### config.mk
export PLATFORM = sky130hd
export DESIGN_NAME = angle_sweep_ctrl
export DESIGN_NICKNAME = d
export VERILOG_FILES = /design/src/rtl/angle_sweep_ctrl.sv
export SDC_FILE = /design/constraint.sdc
export NUM_CORES = 1
export LEC_CHECK = 0
export CAP_MARGIN = 20
export CORE_ASPECT_RATIO = 0.5
export CORE_MARGIN = 8
export CORE_UTILIZATION = 60
export DETAILED_ROUTE_END_ITERATION = 12
export HOLD_SLACK_MARGIN = 0.06
export PLACE_DENSITY_LB_ADDON = 0.2
export SYNTH_ARGS = -nofsm -noshare
export SYNTH_HDL_FRONTEND = slang
export SYNTH_SLANG_ARGS = --single-unit
### constraint.sdc
create_clock -name clk -period 6.1 [get_ports clk]
set_clock_uncertainty 0.1 [all_clocks]
set_input_delay 1.83 -clock clk [delete_from_list [all_inputs] [get_ports clk]]
set_output_delay 1.83 -clock clk [all_outputs]
set_load 0.01 [all_outputs]
### src/rtl/angle_sweep_ctrl.sv
// Beam-steering angle sweep sequencer: steps wb_angle across [ANG_MIN, ANG_MAX], keeps the peak power.
// Optional WAIT watchdog enabled by defining SWEEP_TIMEOUT_EN.
module angle_sweep_ctrl #(
    parameter int ANG_MIN  = -90,
    parameter int ANG_MAX  = 90,
    parameter int ANG_STEP = 5,
    parameter int PWR_W    = 32,
    parameter int SETTLE   = 2,
    parameter int TIMEOUT  = 4096
) (
    input  logic                    clk,
    input  logic                    reset_n,
    input  logic                    start,
    input  logic                    continuous,
    output logic signed [7:0]       wb_angle,
    output logic                    wb_start,
    input  logic                    wb_done,
    input  logic [PWR_W-1:0]        wb_power,
    output logic signed [7:0]       best_angle,
    output logic [PWR_W-1:0]        best_power,
    output logic                    sweep_done,
    output logic                    busy,
    output logic                    timeout_err
);

    typedef enum logic [2:0] {
        S_IDLE,
        S_SETTLE,
        S_ISSUE,
        S_WAIT,
        S_COMPARE,
        S_DONE
    } state_t;

    localparam int CNT_MAX = (TIMEOUT > SETTLE) ? TIMEOUT : SETTLE;
    localparam int CNT_W   = $clog2(CNT_MAX + 1);
    localparam logic [CNT_W-1:0]  SETTLE_LAST = CNT_W'(SETTLE - 1);
    localparam logic signed [7:0] MIN8        = 8'(ANG_MIN);
    localparam logic signed [8:0] MAX9        = 9'(ANG_MAX);
    localparam logic signed [8:0] STEP9       = 9'(ANG_STEP);

    state_t                  state_q, state_d;
    logic [CNT_W-1:0]        cnt_q;
    logic signed [7:0]       cur_q;
    logic signed [7:0]       run_ang_q;
    logic [PWR_W-1:0]        run_max_q;
    logic [PWR_W-1:0]        cap_q;
    logic signed [8:0]       nxt;
    logic                    win;
    logic                    begin_sweep;
    logic                    capture;
`ifdef SWEEP_TIMEOUT_EN
    localparam logic [CNT_W-1:0] TIMEOUT_LAST = CNT_W'(TIMEOUT - 1);
    logic                    expire;
    logic                    terr_q;
`endif

    // NOTE: every always_comb output gets a default first so no path can infer a latch.
    always_comb begin
        state_d     = state_q;
        begin_sweep = 1'b0;
        capture     = 1'b0;
`ifdef SWEEP_TIMEOUT_EN
        expire      = 1'b0;
`endif
        // 9-bit add so cur=127 plus a step cannot wrap back into range.
        nxt = cur_q + STEP9;
        win = cap_q > run_max_q;
        case (state_q)
            S_IDLE: begin
                if (start) begin
                    begin_sweep = 1'b1;
                    state_d     = S_SETTLE;
                end
            end
            S_SETTLE: begin
                if (cnt_q == SETTLE_LAST) state_d = S_ISSUE;
            end
            S_ISSUE: state_d = S_WAIT;
            S_WAIT: begin
                if (wb_done) begin
                    capture = 1'b1;
                    state_d = S_COMPARE;
                end
`ifdef SWEEP_TIMEOUT_EN
                else if (cnt_q == TIMEOUT_LAST) begin
                    expire  = 1'b1;
                    state_d = S_COMPARE;
                end
`endif
            end
            S_COMPARE: state_d = (nxt > MAX9) ? S_DONE : S_SETTLE;
            S_DONE: begin
                if (continuous) begin
                    begin_sweep = 1'b1;
                    state_d     = S_SETTLE;
                end else begin
                    state_d = S_IDLE;
                end
            end
            default: state_d = S_IDLE;
        endcase
    end

    // NOTE: sequential state uses non-blocking assignments so all registers update from pre-edge values.
    always_ff @(posedge clk or negedge reset_n) begin
        if (!reset_n) state_q <= S_IDLE;
        else          state_q <= state_d;
    end

    always_ff @(posedge clk or negedge reset_n) begin
        if (!reset_n) begin
            cnt_q      <= '0;
            cur_q      <= '0;
            run_ang_q  <= '0;
            run_max_q  <= '0;
            cap_q      <= '0;
            best_angle <= '0;
            best_power <= '0;
        end else begin
            cnt_q <= (state_d == state_q) ? cnt_q + 1'b1 : '0;
            if (begin_sweep) begin
                cur_q     <= MIN8;
                run_ang_q <= MIN8;
                run_max_q <= '0;
            end
            if (capture) cap_q <= wb_power;
`ifdef SWEEP_TIMEOUT_EN
            if (expire) cap_q <= '0;
`endif
            if (state_q == S_COMPARE) begin
                if (win) begin
                    run_max_q <= cap_q;
                    run_ang_q <= cur_q;
                end
                if (state_d == S_SETTLE) cur_q <= nxt[7:0];
                // Publish the post-compare winner so the last point is included.
                if (state_d == S_DONE) begin
                    best_angle <= win ? cur_q : run_ang_q;
                    best_power <= win ? cap_q : run_max_q;
                end
            end
        end
    end

`ifdef SWEEP_TIMEOUT_EN
    always_ff @(posedge clk or negedge reset_n) begin
        if (!reset_n)         terr_q <= 1'b0;
        else if (begin_sweep) terr_q <= 1'b0;
        else if (expire)      terr_q <= 1'b1;
    end
    assign timeout_err = terr_q;
`else
    assign timeout_err = 1'b0;
`endif

    assign wb_angle   = cur_q;
    assign wb_start   = (state_q == S_ISSUE);
    assign sweep_done = (state_q == S_DONE);
    assign busy       = (state_q != S_IDLE);

endmodule

==> summary.txt <==
Status
  • Outcome: finished clean

Die
  • Die Y: 94.0 um
  • Std cell rows: 28
  • Starting Density: 0.617
  • Io pins: 89
  • Die footprint: 16,200 um2
  • Core Area: 11,800 um2
  • Die Wd: between 150 and 200 um

Timing
  • Tightest Pin Transition: 1.07 ns
  • TNS Setup: 0 ns
  • Final WS setup: 2.28 ns
  • Fin crit period: 3.82 ns
  • RSZ-0062 raised after global routing: no
  • Max-slew violation count: 0
  • Fin crit share: 0.627
  • Max_slew headroom: 0.281
  • Final setup fails: 0
  • Fin. Hold Viols: 0
  • F_max: 261 MHz

Setup path
  • FF-to-FF path depth: 7
  • Worst path bufs/invs: 1
  • Critical Path RT: 4.17 ns
  • Setup crit end kind: output port
  • Worst path slowest cell: clkdlybuf4s50_1
  • Max incr delay on CP: between 0.5 and 0.6 ns
  • CP delay by family, top: buffers and inverters
  • Data arrival time of the worst path: 1.89 ns
  • Critical path class: register to output port
  • Critical path fanouts, max: 9
  • Crit-path cells: nor2b_1, and2_1, clkdlybuf4s50_1
  • RR Endpoint: run_max_q[20]
  • CP Launch Type: register
  • R2R Setup Slk: 2.36 ns
  • Worst reg2reg path startpoint: cap_q[14]

GRT
  • Met2 usage: 0.368
  • Vias in the first global route: 5,807
  • Initial antenna violation count: 0
  • First-pass GRT wire length: roughly 30 mm
  • Grt peak-use layer: met2
  • Largest net degree at the start of global routing: 104
  • Overall overflow remaining after global route: 0
  • Total track usage: 0.230
  • Grt met1 use: 0.304
  • Grt met3 use: 0.0457

Clocking
  • H-tree levels: 4
  • Reg clk slew, reported paths: 0.06 ns
  • CTS tree: yes
  • Total CTS buffers: 17
  • Later-pin clock latency in the skew report: approximately 0.41 ns
  • Hold Buf Count CTS: 0
  • Post-CTS Setup Inserts: 0
  • Clock sinks: between 100 and 150
  • CTS root buf: clkbuf_16
  • Maximum clock insertion buffer count: 2
  • Post-CTS Resized: 0

Finish
  • Final instance area: 8920 um2
  • Final Core Density: 0.753
  • Fin nets: around 850
  • Most frequent cells in the layout: dfrtp_1 (136), clkdlybuf4s50_1 (86), nand2_1 (62), nor2_1 (57), nand3_1 (47)
  • Share of layout cells above drive strength 1: 0.155
  • Area Overhead vs Synth: 22.0%
  • Most common cell after layout, fill and taps aside: dfrtp_1
  • Ant diodes: 0
  • Fillers: 805

Yosys
  • Synth Register Bits: 136
  • Synthesized area per cell: 10.4 um2
  • Share of the synthesized area in the top cell type: 0.466
  • Main synth FF type: dfrtp_1
  • Post-synthesis sequential area ratio: 0.466
  • Post-synth EDFFs: 0
  • Async SR Flop Fraction: 1.00
  • Largest area contributor in the netlist: dfrtp_1
  • Area contributors post-synth: dfrtp_1 (47%), mux2_4 (6.4%), ha_1 (6.2%)
  • Syn nets: 779
  • Cells after Synth: 706
  • Synth Cell Area: 7310 um2
  • Synth Warn #: 0
  • Yosys cell types: between 60 and 70

Routing
  • Routed len/inst: 18.9 um
  • DR vias/cell: around 6.0
  • Routed WL: 18.0 mm
  • TritonRoute pass-1 iters: 6
  • ANT nets after route: 0
  • Vias: 5,698
  • DR iter-0 viols: 458
  • DRC: 0

Worst hold path
  • Hold path startpoint: best_power[18]
  • Hold crit path type: register to register
  • Worst Hold End: best_power[18]
  • Hold Path Depth: 2

Placement
  • Worst slack at placement: ~1.8 ns
  • Detailed placement HPWL: between 10 and 15 mm
  • Final Wtd Congestion: 0.857
  • Area after DPL: roughly 8200 um2
  • Port Buffers: 87

Power
  • Design Power: 3790 uW
  • Worst VDD drop: 0.300 mV
  • PwrDens: 425 nW/um2
  • Leakage: 0.00408 uW

Run
  • Max Cap Viol: 0
sequential cells by signal (all words and copies together) (netlist names):
register / flops
run_ang_q: 8
wb_angle: 8
cnt_q: 13
best_angle: 8
run_max_q: 32
cap_q: 32
best_power: 32
state_q: 3
report_power, final:
part           total [uW]  internal [uW]  switching [uW]
combinational        1350            561             786
sequential           1320           1100             221
clock                1120            728             391
total                3790           2390            1400
worst max-delay path by stage:
stage / startpoint / to / slack, ns / cells past startpoint
after CTS: wb_done / cap_q[17] / 2.24 / 4
after global placement: wb_done / cap_q[3] / 1.85 / 4
after global routing: state_q[0] / sweep_done / 2.19 / 3
final: state_q[0] / sweep_done / 2.28 / 3
after floorplan: wb_done / cap_q[0] / 3.15 / 3
after detailed placement: wb_done / cap_q[1] / 1.80 / 4
cells by family after synthesis:
logic type | after synthesis | share of synthesized area
simple gates | 245 | 0.169
flops | 136 | 0.466
compound gates | 102 | 0.102
buf+inv | 99 | 0.0577
mux | 75 | 0.129
fa+ha+maj | 36 | 0.0616
xor+xnor | 12 | 0.0144
other cells | 1 | 0.000513
layout make-up:
class | count | area, um2 | area share
inverter | 47 | 176 | 0.0198
sequential | 136 | 3400 | 0.382
multi-input combinational | 471 | 3510 | 0.393
timing repair buffer | 99 | 977 | 0.110
clock inverter | 11 | 168 | 0.0188
clock buffer | 21 | 480 | 0.0539
tap | 165 | 206 | 0.0232
metrics by stage:
| stage | std cells | hold slack, ns |
|---|---|---|
| finish | 950 | 0.377 |
| global route | 950 | 0.394 |
| CTS | 948 | 0.383 |
| detailed placement | 916 | 0.371 |
| global placement | 916 | 0.365 |
| floorplan | 706 | 0.374 |
routing by layer:
metal	share of wire	up-vias
met1	0.44	2811
li1	-	2650
met2	0.48	202
met4	0.017	0
met3	0.061	35
met5	0	-
worst reg2reg max path, delay by kind of cell, from the launching register on:
family / cells / cell delay, ns
muxes: 1 / 0.35
DFF: 1 / 0.42
AOI/OAI and AO/OA: 2 / 1.10
buffers and inverters: 1 / 0.52
and+or+nand+nor: 2 / 0.79
adders and majority gates: 1 / 0.34
synthesized netlist by cell type, types with 7 or more instances:
library cell,count
clkbuf_1,33
inv_1,46
a21oi_1,21
nand3_1,47
o211ai_1,41
nand2_1,62
mux2_4,31
o21ai_0,8
buf_2,13
xor2_1,7
nand4_1,46
ha_1,36
mux2i_1,12
dfrtp_1,136
mux2_2,32
nor2_1,57
No activity file was read; power rests on OpenSTA's default activity.
